**src/rtl/cpu_complex_sequencer_pkg.sv**
```systemverilog
// Shared CPU defines for the complex (RV32M) execution path: operation and
// sequencer state encodings plus small decode helpers used by execute,
// decoder and the sequencer itself.
package cpu_complex_sequencer_pkg;

    typedef enum logic [2:0] {
        OP_MUL    = 3'd0,
        OP_MULH   = 3'd1,
        OP_MULHSU = 3'd2,
        OP_MULHU  = 3'd3,
        OP_DIV    = 3'd4,
        OP_DIVU   = 3'd5,
        OP_REM    = 3'd6,
        OP_REMU   = 3'd7
    } complex_op_t;

    typedef enum logic [1:0] {
        ST_IDLE     = 2'd0,
        ST_MUL_WAIT = 2'd1,
        ST_DIV_WAIT = 2'd2,
        ST_DONE     = 2'd3
    } complex_state_t;

    localparam logic [31:0] INT_MIN_32  = 32'h8000_0000;
    localparam logic [31:0] ALL_ONES_32 = 32'hFFFF_FFFF;

    // Divide-family ops occupy the upper half of the encoding.
    function automatic logic op_is_div(complex_op_t op);
        return op[2];
    endfunction

    // REM and REMU return the remainder instead of the quotient.
    function automatic logic op_is_rem(complex_op_t op);
        return op[2] & op[1];
    endfunction

    function automatic logic op_is_signed_div(complex_op_t op);
        return (op == OP_DIV) || (op == OP_REM);
    endfunction

endpackage

```
**src/rtl/cpu_complex_sequencer_div_special.sv**
```systemverilog
// Divide special-case detector. Recognises divide-by-zero and signed
// overflow (INT_MIN / -1) so the sequencer can answer without the divider.
module cpu_div_special
    import cpu_complex_sequencer_pkg::*;
(
    input  complex_op_t op,
    input  logic [31:0] rs1,
    input  logic [31:0] rs2,
    output logic        hit,
    output logic [31:0] quotient,
    output logic [31:0] remainder
);

    logic div_by_zero;
    logic overflow;

    // Classify the request and produce the architecturally defined results.
    always_comb begin
        div_by_zero = (rs2 == '0);
        overflow    = op_is_signed_div(op) && (rs1 == INT_MIN_32) && (rs2 == ALL_ONES_32);
        hit         = op_is_div(op) && (div_by_zero || overflow);
        if (div_by_zero) begin
            quotient  = ALL_ONES_32;
            remainder = rs1;
        end else begin
            quotient  = INT_MIN_32;
            remainder = '0;
        end
    end

endmodule

```
**src/rtl/cpu_complex_sequencer.sv**
```systemverilog
// Sequencer for the shared multiplier and divider. Accepts one operation at
// a time, latches operands, starts the right unit, waits its fixed latency
// and returns the selected result with the request tag as a done pulse.
module cpu_complex_sequencer
    import cpu_complex_sequencer_pkg::*;
#(
    parameter int MUL_LATENCY = 3,
    parameter int DIV_LATENCY = 8,
    parameter int TAG_WIDTH   = 8
) (
    input  logic                 i_clock,
    input  logic                 i_reset_n,
    input  logic                 i_valid,
    output logic                 o_ready,
    input  complex_op_t          i_op,
    input  logic [31:0]          i_rs1,
    input  logic [31:0]          i_rs2,
    input  logic [TAG_WIDTH-1:0] i_tag,
    input  logic                 i_flush,
    output logic                 o_done,
    output logic [31:0]          o_result,
    output logic [TAG_WIDTH-1:0] o_tag,
    output logic                 o_mul_latch,
    output logic                 o_mul_signed1,
    output logic                 o_mul_signed2,
    input  logic [63:0]          i_mul_result,
    output logic                 o_div_latch,
    output logic                 o_div_signed,
    input  logic [31:0]          i_div_result,
    input  logic [31:0]          i_div_remainder,
    output logic [31:0]          o_op1,
    output logic [31:0]          o_op2
);

    localparam logic [3:0] MUL_LAT = 4'(MUL_LATENCY);
    localparam logic [3:0] DIV_LAT = 4'(DIV_LATENCY);

    complex_state_t       state_q;
    complex_state_t       state_d;
    complex_op_t          op_q;
    logic [TAG_WIDTH-1:0] tag_q;
    logic [3:0]           count_q;

    logic        accept;
    logic        special_hit;
    logic [31:0] special_quotient;
    logic [31:0] special_remainder;
    logic        mul_finish;
    logic        div_finish;
    logic [31:0] mul_sel;
    logic [31:0] div_sel;

    // Special cases are judged on the live request so they can finish in
    // the cycle right after accept; operands are only valid at accept.
    cpu_div_special u_div_special (
        .op        (i_op),
        .rs1       (i_rs1),
        .rs2       (i_rs2),
        .hit       (special_hit),
        .quotient  (special_quotient),
        .remainder (special_remainder)
    );

    // Handshake, completion strobes and result selection.
    always_comb begin
        accept     = i_valid && o_ready && !i_flush;
        mul_finish = (state_q == ST_MUL_WAIT) && (count_q == MUL_LAT) && !i_flush;
        div_finish = (state_q == ST_DIV_WAIT) && (count_q == DIV_LAT) && !i_flush;
        mul_sel    = (op_q == OP_MUL) ? i_mul_result[31:0] : i_mul_result[63:32];
        div_sel    = op_is_rem(op_q) ? i_div_remainder : i_div_result;
    end

    // State register.
    always_ff @(posedge i_clock or negedge i_reset_n) begin
        // NOTE: sequential state uses non-blocking assignments so every
        // register samples pre-edge values regardless of block ordering.
        if (!i_reset_n) begin
            state_q <= ST_IDLE;
        end else begin
            state_q <= state_d;
        end
    end

    // Next-state logic; flush overrides everything.
    always_comb begin
        // NOTE: default first so no path leaves state_d unassigned (no latch).
        state_d = state_q;
        if (i_flush) begin
            state_d = ST_IDLE;
        end else begin
            case (state_q)
                ST_IDLE: begin
                    if (accept) begin
                        if (!op_is_div(i_op)) begin
                            state_d = ST_MUL_WAIT;
                        end else if (special_hit) begin
                            state_d = ST_DONE;
                        end else begin
                            state_d = ST_DIV_WAIT;
                        end
                    end
                end
                ST_MUL_WAIT: if (count_q == MUL_LAT) state_d = ST_DONE;
                ST_DIV_WAIT: if (count_q == DIV_LAT) state_d = ST_DONE;
                ST_DONE:     state_d = ST_IDLE;
                default:     state_d = ST_IDLE;
            endcase
        end
    end

    // Outputs decoded from the current state; flush kills pulses in-cycle.
    always_comb begin
        o_mul_latch = (state_q == ST_MUL_WAIT) && (count_q == '0) && !i_flush;
        o_div_latch = (state_q == ST_DIV_WAIT) && (count_q == '0) && !i_flush;
        o_done      = (state_q == ST_DONE) && !i_flush;
    end

    // Ready flag and wait counter track the state being entered.
    always_ff @(posedge i_clock or negedge i_reset_n) begin
        if (!i_reset_n) begin
            o_ready <= 1'b0;
            count_q <= '0;
        end else begin
            o_ready <= (state_d == ST_IDLE);
            if ((state_q == state_d) &&
                ((state_q == ST_MUL_WAIT) || (state_q == ST_DIV_WAIT))) begin
                count_q <= count_q + 4'd1;
            end else begin
                count_q <= '0;
            end
        end
    end

    // Operand, tag and signedness capture at accept.
    always_ff @(posedge i_clock or negedge i_reset_n) begin
        if (!i_reset_n) begin
            op_q          <= OP_MUL;
            tag_q         <= '0;
            o_op1         <= '0;
            o_op2         <= '0;
            o_mul_signed1 <= 1'b0;
            o_mul_signed2 <= 1'b0;
            o_div_signed  <= 1'b0;
        end else if (accept) begin
            op_q          <= i_op;
            tag_q         <= i_tag;
            o_op1         <= i_rs1;
            o_op2         <= i_rs2;
            o_mul_signed1 <= (i_op == OP_MUL) || (i_op == OP_MULH) || (i_op == OP_MULHSU);
            o_mul_signed2 <= (i_op == OP_MUL) || (i_op == OP_MULH);
            o_div_signed  <= op_is_signed_div(i_op);
        end
    end

    // Result and tag registers, updated only on a completion.
    always_ff @(posedge i_clock or negedge i_reset_n) begin
        if (!i_reset_n) begin
            o_result <= '0;
            o_tag    <= '0;
        end else if (accept && special_hit) begin
            o_result <= op_is_rem(i_op) ? special_remainder : special_quotient;
            o_tag    <= i_tag;
        end else if (mul_finish) begin
            o_result <= mul_sel;
            o_tag    <= tag_q;
        end else if (div_finish) begin
            o_result <= div_sel;
            o_tag    <= tag_q;
        end
    end

endmodule

```
**config.mk**
```make
export PLATFORM = sky130hd
export DESIGN_NAME = cpu_complex_sequencer
export DESIGN_NICKNAME = d
export VERILOG_FILES = /design/src/rtl/cpu_complex_sequencer_pkg.sv /design/src/rtl/cpu_complex_sequencer_div_special.sv /design/src/rtl/cpu_complex_sequencer.sv
export SDC_FILE = /design/constraint.sdc
export NUM_CORES = 1
export LEC_CHECK = 0
export CORE_MARGIN = 10
export CORE_UTILIZATION = 43
export DETAILED_ROUTE_END_ITERATION = 10
export GPL_TIMING_DRIVEN = 0
export PLACE_DENSITY = 0.81
export SYNTH_ARGS = -nofsm -noshare
export SYNTH_HDL_FRONTEND = slang
export SYNTH_HIERARCHICAL = 1
export SYNTH_SLANG_ARGS = --single-unit
```
**constraint.sdc**
```tcl
create_clock -name i_clock -period 2.4 [get_ports i_clock]
set_clock_uncertainty 0.2 [all_clocks]
set_input_delay 0.48 -clock i_clock [delete_from_list [all_inputs] [get_ports i_clock]]
set_output_delay 0.48 -clock i_clock [all_outputs]
set_load 0.1 [all_outputs]
```
== After elaboration in Yosys (flattened, before gate mapping) ==
Index checks and enable logic that the tools add are counted.

* Output and inout port bits: 111
* Bits of input ports: 207
* Word-level logic and storage cells: 75
* Register bits after elaboration: 125

* Add/subtract/negate cells: 1
* Reductions and logical operators: 29
* Equality and inequality tests: 12
* Muxes and demuxes: 19
* Bitwise operators: 2

{| class="wikitable"
|+ Operator list
! operator !! number
|-
| $mux W32 || 7
|-
| $eq A32 B32 Y1 const B || 2
|-
| $logic_not A32 Y1 || 1
|-
| $mux W31 || 1
|-
| $mux W8 || 3
|-
| $logic_and A1 B1 Y1 || 16
|-
| $mux W2 || 5
|-
| $pmux W2 S4 || 1
|-
| $eq A3 B3 Y1 const B || 2
|-
| $logic_not A3 Y1 || 2
|-
| $logic_or A1 B1 Y1 || 5
|-
| $add A4 B1 Y4 const B || 1
|-
| $eq A2 B2 Y1 const B || 2
|-
| $eq A4 B2 Y1 const B || 1
|-
| $eq A4 B4 Y1 const B || 1
|-
| $logic_not A2 Y1 || 2
|-
| $logic_not A4 Y1 || 1
|-
| $mux W4 || 1
|-
| $eq A3 B1 Y1 const B || 1
|-
| $eq A3 B2 Y1 const B || 1
|-
| $reduce_bool A3 Y1 || 1
|-
| $and A1 B1 Y1 || 2
|-
| $eq A2 B1 Y1 const B || 1
|-
| $eq A2 B2 Y1 || 1
|-
| 2 further kinds || 2
|}

== Depth between registers and ports, before layout ==
Gate-level depths: netlist of the first run.

* Depth in word-level cells: 14
* Mapped depth: 9
* Gate-level depth less buffers: 8

== Hierarchy ==
Netlist of the first run, hierarchy kept.

{| class="wikitable"
|+ Modules (own cells, without submodules)
! module !! area each (um2) !! cells each !! times used !! sequential area each (um2)
|-
| cpu_complex_sequencer || 6,784.0 || 792 || 1 || 3,128.0
|-
| cpu_div_special || 704.4 || 104 || 1 || 0.0
|}

== Worst setup path after synthesis of the first run ==
No wires, ideal clock.

* Path kind: register to output
* Start: reg state_q[0]
* End: out o_div_latch
* Data required time: 1.720 ns
* Path slack: -1.672 ns
* Cell stages (with the launch flop): 7
* Data arrival time: 3.392 ns
* Buffers on the path: 2
* Cells stage by stage: dfrtp_1 -> inv_1 -> ha_1 -> and3b_1 -> buf_6 -> buf_2 -> nor3b_1

* Longest elaborated chain between the ends: 3

{| class="wikitable"
|+ RTL lines
! element !! RTL line !! text
|-
| start: declaration || cpu_complex_sequencer.sv:38 || <nowiki>complex_state_t state_q;</nowiki>
|-
| start signal: assignment || cpu_complex_sequencer.sv:80 || <nowiki>state_q <= state_d;</nowiki>
|-
| $eq A2 B2 Y1 || cpu_complex_sequencer.sv:114 || <nowiki>o_div_latch = (state_q == ST_DIV_WAIT) && (count_q == '0) && !i_flush;</nowiki>
|-
| $logic_and A1 B1 Y1 (2 in a row) || cpu_complex_sequencer.sv:114 ||
|-
| end: declaration || cpu_complex_sequencer.sv:27 || <nowiki>output logic o_div_latch,</nowiki>
|}

Every way passes these cells.

== Final worst setup path of the first run ==
* Start: reg state_q[0]
* End: out o_mul_latch

* Longest elaborated chain between the ends: 3

{| class="wikitable"
|+ RTL lines
! element !! RTL line !! text
|-
| $eq A2 B1 Y1 || cpu_complex_sequencer.sv:113 || <nowiki>o_mul_latch = (state_q == ST_MUL_WAIT) && (count_q == '0) && !i_flush;</nowiki>
|-
| $logic_and A1 B1 Y1 (2 in a row) || cpu_complex_sequencer.sv:113 ||
|-
| end: declaration || cpu_complex_sequencer.sv:23 || <nowiki>output logic o_mul_latch,</nowiki>
|}

Every way passes these cells.

==> impl_metrics.json, run 1 <==
{
  "drive_gt1_share_pct": 18.1,
  "synth_top_family_by_area": "simple AND/OR/NAND/NOR gates",
  "regToRegStartpoint": "state_q[1]$_DFF_PN0_",
  "clkTransAtPathRegs_ns": 0.06,
  "power_frac_seq_pct": 23.2,
  "met1Wirelength_um": 12800,
  "worstMarginPinSlew_ns": 1.06,
  "numCtsBuffers": 17,
  "async_flop_share_pct": 100,
  "fp.dieH_um": 152,
  "synthToLayoutAreaGrowth_pct": 65.4,
  "min_from": "i_rs2[22]",
  "fillCellCount": 1369,
  "ant_nets": 0,
  "cp-end-kind": "primary output",
  "route.met2.wl_um": 15800,
  "routed_wl_um": 32300,
  "avgSynthCellArea_um2": 8.36,
  "synthFlopType": "dfrtp_1",
  "start_util_pct": 43.6,
  "total_power_mw": 13.3,
  "layout_setup_ws_ns": -0.0951,
  "leakagePower_nw": 6.11,
  "viasPerCell": 5.50,
  "final_cells": 1487,
  "slowest_stage": "dfrtp_2",
  "nets": 1460,
  "yosys.area_share.simple_pct": 27.7,
  "grt_start_max_net_pins": 73,
  "seq_area_frac_synth_pct": 41.8,
  "register_area_um2": 3130,
  "reg2reg_to": "o_tag[5]$_DFFE_PN0P_",
  "intPower_mw": 6.03,
  "clock-sinks": 125,
  "r2r_slack_ns": 0.06,
  "cts_buffer_depth": 2,
  "period_minus_slack_ns": 2.50,
  "clkPwrFrac_pct": 20.0,
  "vias": 8172,
  "gp_congestion": 0.923,
  "io_pins": 318,
  "track_usage_pct": 26.7,
  "synthXorXnorAreaFrac_pct": 0.234,
  "row_count": 48,
  "synth-adder-area-share_pct": 1.00,
  "synth_warnings": 6,
  "cp-start-kind": "register",
  "cts_tree": "done",
  "hold_depth": 3,
  "dieWidth_um": 152,
  "finalMaxSlewViolations": 0,
  "crit_chain": "buf_4 -> ha_4 -> nor4b_4 -> and2_4 -> buf_12",
  "setup_viol": 2,
  "grt_pass1_wl_um": 49600,
  "p_per_area_nw_per_um2": 1080,
  "dpl-instance-area_um2": 11000,
  "min_period_over_period_pct": 104,
  "grt_pass1_vias": 8477,
  "htreeDepth": 4,
  "initialDrtViolationCount": 508,
  "crit_type": "reg2out",
  "violations": "setup timing",
  "cpPeakStageDelay_ns": 0.38,
  "yosysUniqueCellTypes": 48,
  "cp.required_ns": 1.72,
  "power_switching_mw": 7.31,
  "drv_cap": 0,
  "synth_edf_count": 0,
  "syn_area_um2": 7490,
  "p_sw_share_pct": 54.8,
  "hold_class": "in2reg",
  "rsz0062_at_grt": "true",
  "relSlewSlack_pct": 29.9,
  "wl_per_cell_um": 21.7,
  "finalCoreUtilization_pct": 72.1,
  "synth_mux_area_share_pct": 6.02,
  "grt.overflow.total": 0,
  "dp_cells": 1439,
  "peakVddDrop_v": 0.00100,
  "antenna_found_initial": 2,
  "design_area_um2": 12400,
  "dp_hpwl_um": 24200,
  "fmax_mhz": 401,
  "first_pass_iters": 5,
  "syn_inst": 896,
  "route.met3.wl_um": 2560,
  "dr.max_layer_used": "met4",
  "synth_fp_nets": 1109,
  "r2r_cells": 8,
  "min_to": "o_op2[22]$_DFFE_PN0P_",
  "synth-seq-cells": 125,
  "root_buffer": "clkbuf_16",
  "clk_latency_ns": 0.42,
  "hold_viol": 0,
  "multi_input_area_um2": 4340,
  "cp.arrival_ns": 1.82,
  "port_buffers": 317,
  "cp_max_fo": 6,
  "combPwrFrac_pct": 56.7,
  "die-area_um2": 23100,
  "status": "finished with violations",
  "drc_errors": 0,
  "synth_compound_area_share_pct": 14.5,
  "core_um2": 17200
}
==> stage by stage <==
step                worst slack (ns)  hold slack, ns  TNS [ns]
floorplan                     -0.222         -0.0156    -0.222
global placement               -4.45           0.257   -638.90
detailed placement             -1.25           0.262    -81.11
CTS                           -0.108           0.219    -0.143
global route                  -0.135           0.108     -1.39
finish                       -0.0951           0.113    -0.165
==> synth_stat cells (2+ instances only) <==
master    number  share of area, %
a211o_1        2              0.23
a211oi_1      33               3.3
a21o_1         2              0.20
a21oi_1       44               2.9
a22oi_1        3              0.30
a311o_1       32               4.3
a31oi_1       32               2.7
and2_1        34               2.8
and3_1        32               2.7
and3b_1        2              0.23
buf_1          9              0.45
buf_2         12              0.80
buf_4         35               3.5
buf_6         12               1.8
clkbuf_1      37               1.9
dfrtp_1      125                42
ha_1           6               1.0
inv_1          6              0.30
mux2_1        10               1.5
mux2_2        22               3.3
mux2i_1        9               1.2
nand2_1      295                15
nand2b_1       2              0.17
nand3_1       34               2.3
nand4_1       10              0.84
nor2_1        10              0.50
nor3_1         4              0.27
nor4_1        20               1.7
nor4b_1        2              0.23
o21ai_0        2              0.13
==> per-layer routing <==
layer	track usage (%)	vias to the layer above
met4	10.4	0
met5	0	-
met1	31.6	3894
met2	44.5	412
met3	7.93	72
li1	-	3794
==> critical path: cells and delay by family, from the launching register on <==
kind                     cells  cell delay (ns)
AND/OR/NAND/NOR              2             0.49
adder cells (fa/ha/maj)      1             0.17
flip-flops                   1             0.38
buffers and inverters        2             0.35
==> registers in the layout, indices dropped and copies added, names as in the netlist, 2 cells and up <==
signal    flops
o_result     32
op_q          3
tag_q         8
o_op2        32
state_q       2
count_q       4
o_tag         8
o_op1        32
==> final cells by class <==
class / count / area share [%]
multi-input combinational: 661 / 35.0
timing repair buffer: 332 / 26.4
sequential: 125 / 25.3
buffer: 104 / 5.88
clock buffer: 21 / 3.88
tap: 225 / 2.27
clock inverter: 11 / 1.06
inverter: 6 / 0.182
antenna: 2 / 0.0404
==> power groups by stage <==
stage / clock [mW] / combinational [mW] / sequential [mW]
6_report: 2.67 / 7.57 / 3.10
5_1_grt: 2.79 / 7.91 / 3.18
4_1_cts: 2.69 / 7.46 / 3.08
3_5_place_dp: 0 / 7.71 / 3.14
3_3_place_gp: 0 / 7.65 / 3.11
2_1_floorplan: 0 / 1.63 / 6.98
==> worst max-delay path by stage <==
stage                                     from                  endpoint  slack, ns  cells after the start
after global routing      state_q[0]$_DFF_PN0_               o_mul_latch      -0.13                      5
after detailed placement             i_rs1[17]  o_result[16]$_DFFE_PN0P_      -1.25                      9
after CTS                 state_q[1]$_DFF_PN0_               o_mul_latch      -0.11                      5
after global placement               i_reset_n     o_op2[14]$_DFFE_PN0P_      -4.45                      1
final                     state_q[0]$_DFF_PN0_               o_mul_latch       -0.1                      5
after floorplan           state_q[0]$_DFF_PN0_               o_div_latch      -0.22                      6
==> cells by family after synthesis <==
logic type               count (synthesis)
AO/OA/AOI/OAI                          154
AND/OR/NAND/NOR                        456
other                                    1
XOR/XNOR                                 2
multiplexers                            41
adder cells (fa/ha/maj)                  6
flip-flops                             125
buffers and inverters                  111
==> cells in the final DEF, fill, tap and decap left out, types with 22 or more instances in the layout <==
master           count
nand2_1            293
clkdlybuf4s50_1    143
dlygate4sd2_1      131
dfrtp_1            123
buf_4               46
a21oi_1             43
nand3_1             33
and2_1              33
a311o_1             32
a31oi_1             32
and3_1              27
dlymetal6s2s_1      27
clkbuf_1            25
mux2_2              22
==> repair_timing <==
action,CTS,global route
setup endpoints to repair,160,50
setup buffers,9,0
endpoints found under the hold margin,53,0
gates resized for setup,277,82
hold buffers,1,0
cloned,5,0
pin swaps,23,14
Power figures use the tool's default switching activity.
==> run 2, diff against run 1 <==
--- a/config.mk
+++ b/config.mk
@@ -8,7 +8,7 @@
 export CORE_MARGIN = 10
 export CORE_UTILIZATION = 43
 export DETAILED_ROUTE_END_ITERATION = 10
-export GPL_TIMING_DRIVEN = 0
+export HOLD_SLACK_MARGIN = 0.05
 export PLACE_DENSITY = 0.81
 export SYNTH_ARGS = -nofsm -noshare
 export SYNTH_HDL_FRONTEND = slang
==> run 2 against run 1 <==
The flow still finishes with violations (setup timing). Fmax rose by 3.7%. Design area is 3.3% lower. Count of clock-buffer cells in the layout is 3 lower. Sequential cell count unchanged. Sequential share of layout area is 0.86 points higher. Sequential power grew 2%. Total power up 0.72%. Worst setup slack improved by 0.090 ns. Die area unchanged. Global-route usage down 1.9 points. Critical path type unchanged. Largest cell class unchanged.
==> impl_metrics.json, run 2 (synthesis gave the netlist of run 1 again) <==
{
  "status": "finished with violations",
  "violations": "setup timing",
  "grt_start_max_net_pins": 57,
  "drive_gt1_share_pct": 26.9,
  "drc_errors": 0,
  "worstMarginPinSlew_ns": 0.529,
  "hold_depth": 3,
  "core_um2": 17200,
  "dieWidth_um": 152,
  "port_buffers": 317,
  "r2r_slack_ns": 0.01,
  "numCtsBuffers": 17,
  "htreeDepth": 4,
  "endpoint": "o_div_latch",
  "design_area_um2": 12000,
  "routed_wl_um": 30700,
  "row_count": 48,
  "cp-start-kind": "register",
  "clkTransAtPathRegs_ns": 0.06,
  "cp.arrival_ns": 1.73,
  "cts_buffer_depth": 2,
  "period_minus_slack_ns": 2.41,
  "p_per_area_nw_per_um2": 1120,
  "initialDrtViolationCount": 551,
  "dpl-instance-area_um2": 10900,
  "dp_hpwl_um": 22700,
  "track_usage_pct": 24.8,
  "final_common_cell": "nand2_1",
  "cts_tree": "done",
  "die-area_um2": 23100,
  "hold_viol": 0,
  "grt_pass1_vias": 8247,
  "finalMaxSlewViolations": 0,
  "clock-sinks": 125,
  "relSlewSlack_pct": 64.7,
  "reg_top3": "o_op1 (32), o_op2 (32), o_result (32)",
  "gp_congestion": 0.893,
  "hold_class": "in2reg",
  "fp.dieH_um": 152,
  "regToRegStartpoint": "state_q[0]$_DFF_PN0_",
  "cp-end-kind": "primary output",
  "synthToLayoutAreaGrowth_pct": 59.9,
  "layout_common_cells": "nand2_1 (293), buf_4 (209), clkdlybuf4s50_1 (146)",
  "min_period_over_period_pct": 100,
  "cp.required_ns": 1.72,
  "viasPerCell": 5.48,
  "first_pass_iters": 5,
  "finalCoreUtilization_pct": 69.7,
  "reg2reg_to": "count_q[2]$_DFF_PN0_",
  "antenna_found_initial": 3,
  "setup_viol": 1,
  "leakagePower_nw": 6.07,
  "nets": 1453,
  "clk_latency_ns": 0.41,
  "crit_type": "reg2out",
  "io_pins": 318,
  "r2r_cells": 9,
  "drv_cap": 0,
  "start_util_pct": 43.6,
  "peakVddDrop_v": 0.000925,
  "vias": 8098,
  "wl_per_cell_um": 20.8,
  "ant_nets": 0,
  "fmax_mhz": 416,
  "rsz0062_at_grt": "true",
  "cp_max_fo": 3,
  "grt_pass1_wl_um": 46500,
  "grt.overflow.total": 0,
  "root_buffer": "clkbuf_16",
  "pre_cts_ws_ns": -1.09,
  "layout_setup_ws_ns": -0.00526,
  "crit_path_start": "state_q[1]$_DFF_PN0_"
}
[run 2: changes by cell type in the layout (fill, tap and decap cells not counted), sizes merged]
| cell | change |
|---|---|
| nand2 | -1 |
| inv | +1 |
| clkbuf | -42 |
| clkdlybuf4s50 | +3 |
| buf | +142 |
| clkdlybuf4s15 | -4 |
| bufinv | -2 |
| clkinv | +4 |
| dlygate4sd2 | -122 |
| clkinvlp | -1 |
| dlymetal6s2s | +14 |
[run 2: worst min path at each step]
stage	slack (ns)	end	startpoint
after floorplan	-0.02	count_q[0]$_DFF_PN0_	i_reset_n
after global placement	0.25	o_result[16]$_DFFE_PN0P_	i_reset_n
after detailed placement	0.25	o_result[21]$_DFFE_PN0P_	i_reset_n
after CTS	0.28	o_op1[1]$_DFFE_PN0P_	o_op1[1]$_DFFE_PN0P_
after global routing	0.15	o_op2[14]$_DFFE_PN0P_	i_rs2[14]
final	0.15	o_op2[3]$_DFFE_PN0P_	i_rs2[3]
[run 2: final cells by class]
cell class / instances / area, um2
Antenna cell: 2 / 5.00
Clock buffer: 18 / 439
Clock inverter: 13 / 92.6
Fill cell: 1347 / 5200
Inverter: 6 / 25.0
Multi-Input combinational cell: 660 / 4030
Sequential cell: 125 / 3130
Tap cell: 225 / 282
Timing Repair Buffer: 430 / 3970
[run 2: critical path, cell delays in order, from the launching register on]
cell and delay, ns:
dfrtp_2 0.42, buf_6 0.12, ha_4 0.13, and3b_2 0.20
nor3b_4 0.23, buf_12 0.21
[run 2: metrics by stage]
stage               hold slack, ns  TNS (ns)  cells  power [mW]
floorplan                  -0.0156    -0.222    896        8.61
global placement             0.248    -46.38   1433        10.8
detailed placement           0.246    -45.50   1433        10.9
CTS                          0.279         0   1473        13.3
global route                 0.153    -0.109   1479        14.0
finish                       0.151  -0.00526   1479        13.4
[run 2: per-layer routing]
layer | routed length [um] | vias to the layer above | global-route usage [%]
li1 | - | 3786 | -
met1 | 12500 | 3821 | 30.0
met2 | 14600 | 419 | 39.7
met3 | 2520 | 70 | 8.16
met4 | 1120 | 2 | 10.4
met5 | 12 | - | 0
[run 2: repair_timing]
item	CTS	global route
setup endpoints to repair	48	45
buffers inserted	7	5
cloned	1	0
pin swaps	16	29
hold buffers	1	0
gates resized for setup	52	81
hold endpoints to repair	47	0
[run 2: power breakdown]
part / switching (mW) / internal (mW) / total [mW]
Sequential: 0.402 / 2.74 / 3.15
Combinational: 5.89 / 2.06 / 7.95
Clock: 0.993 / 1.34 / 2.34
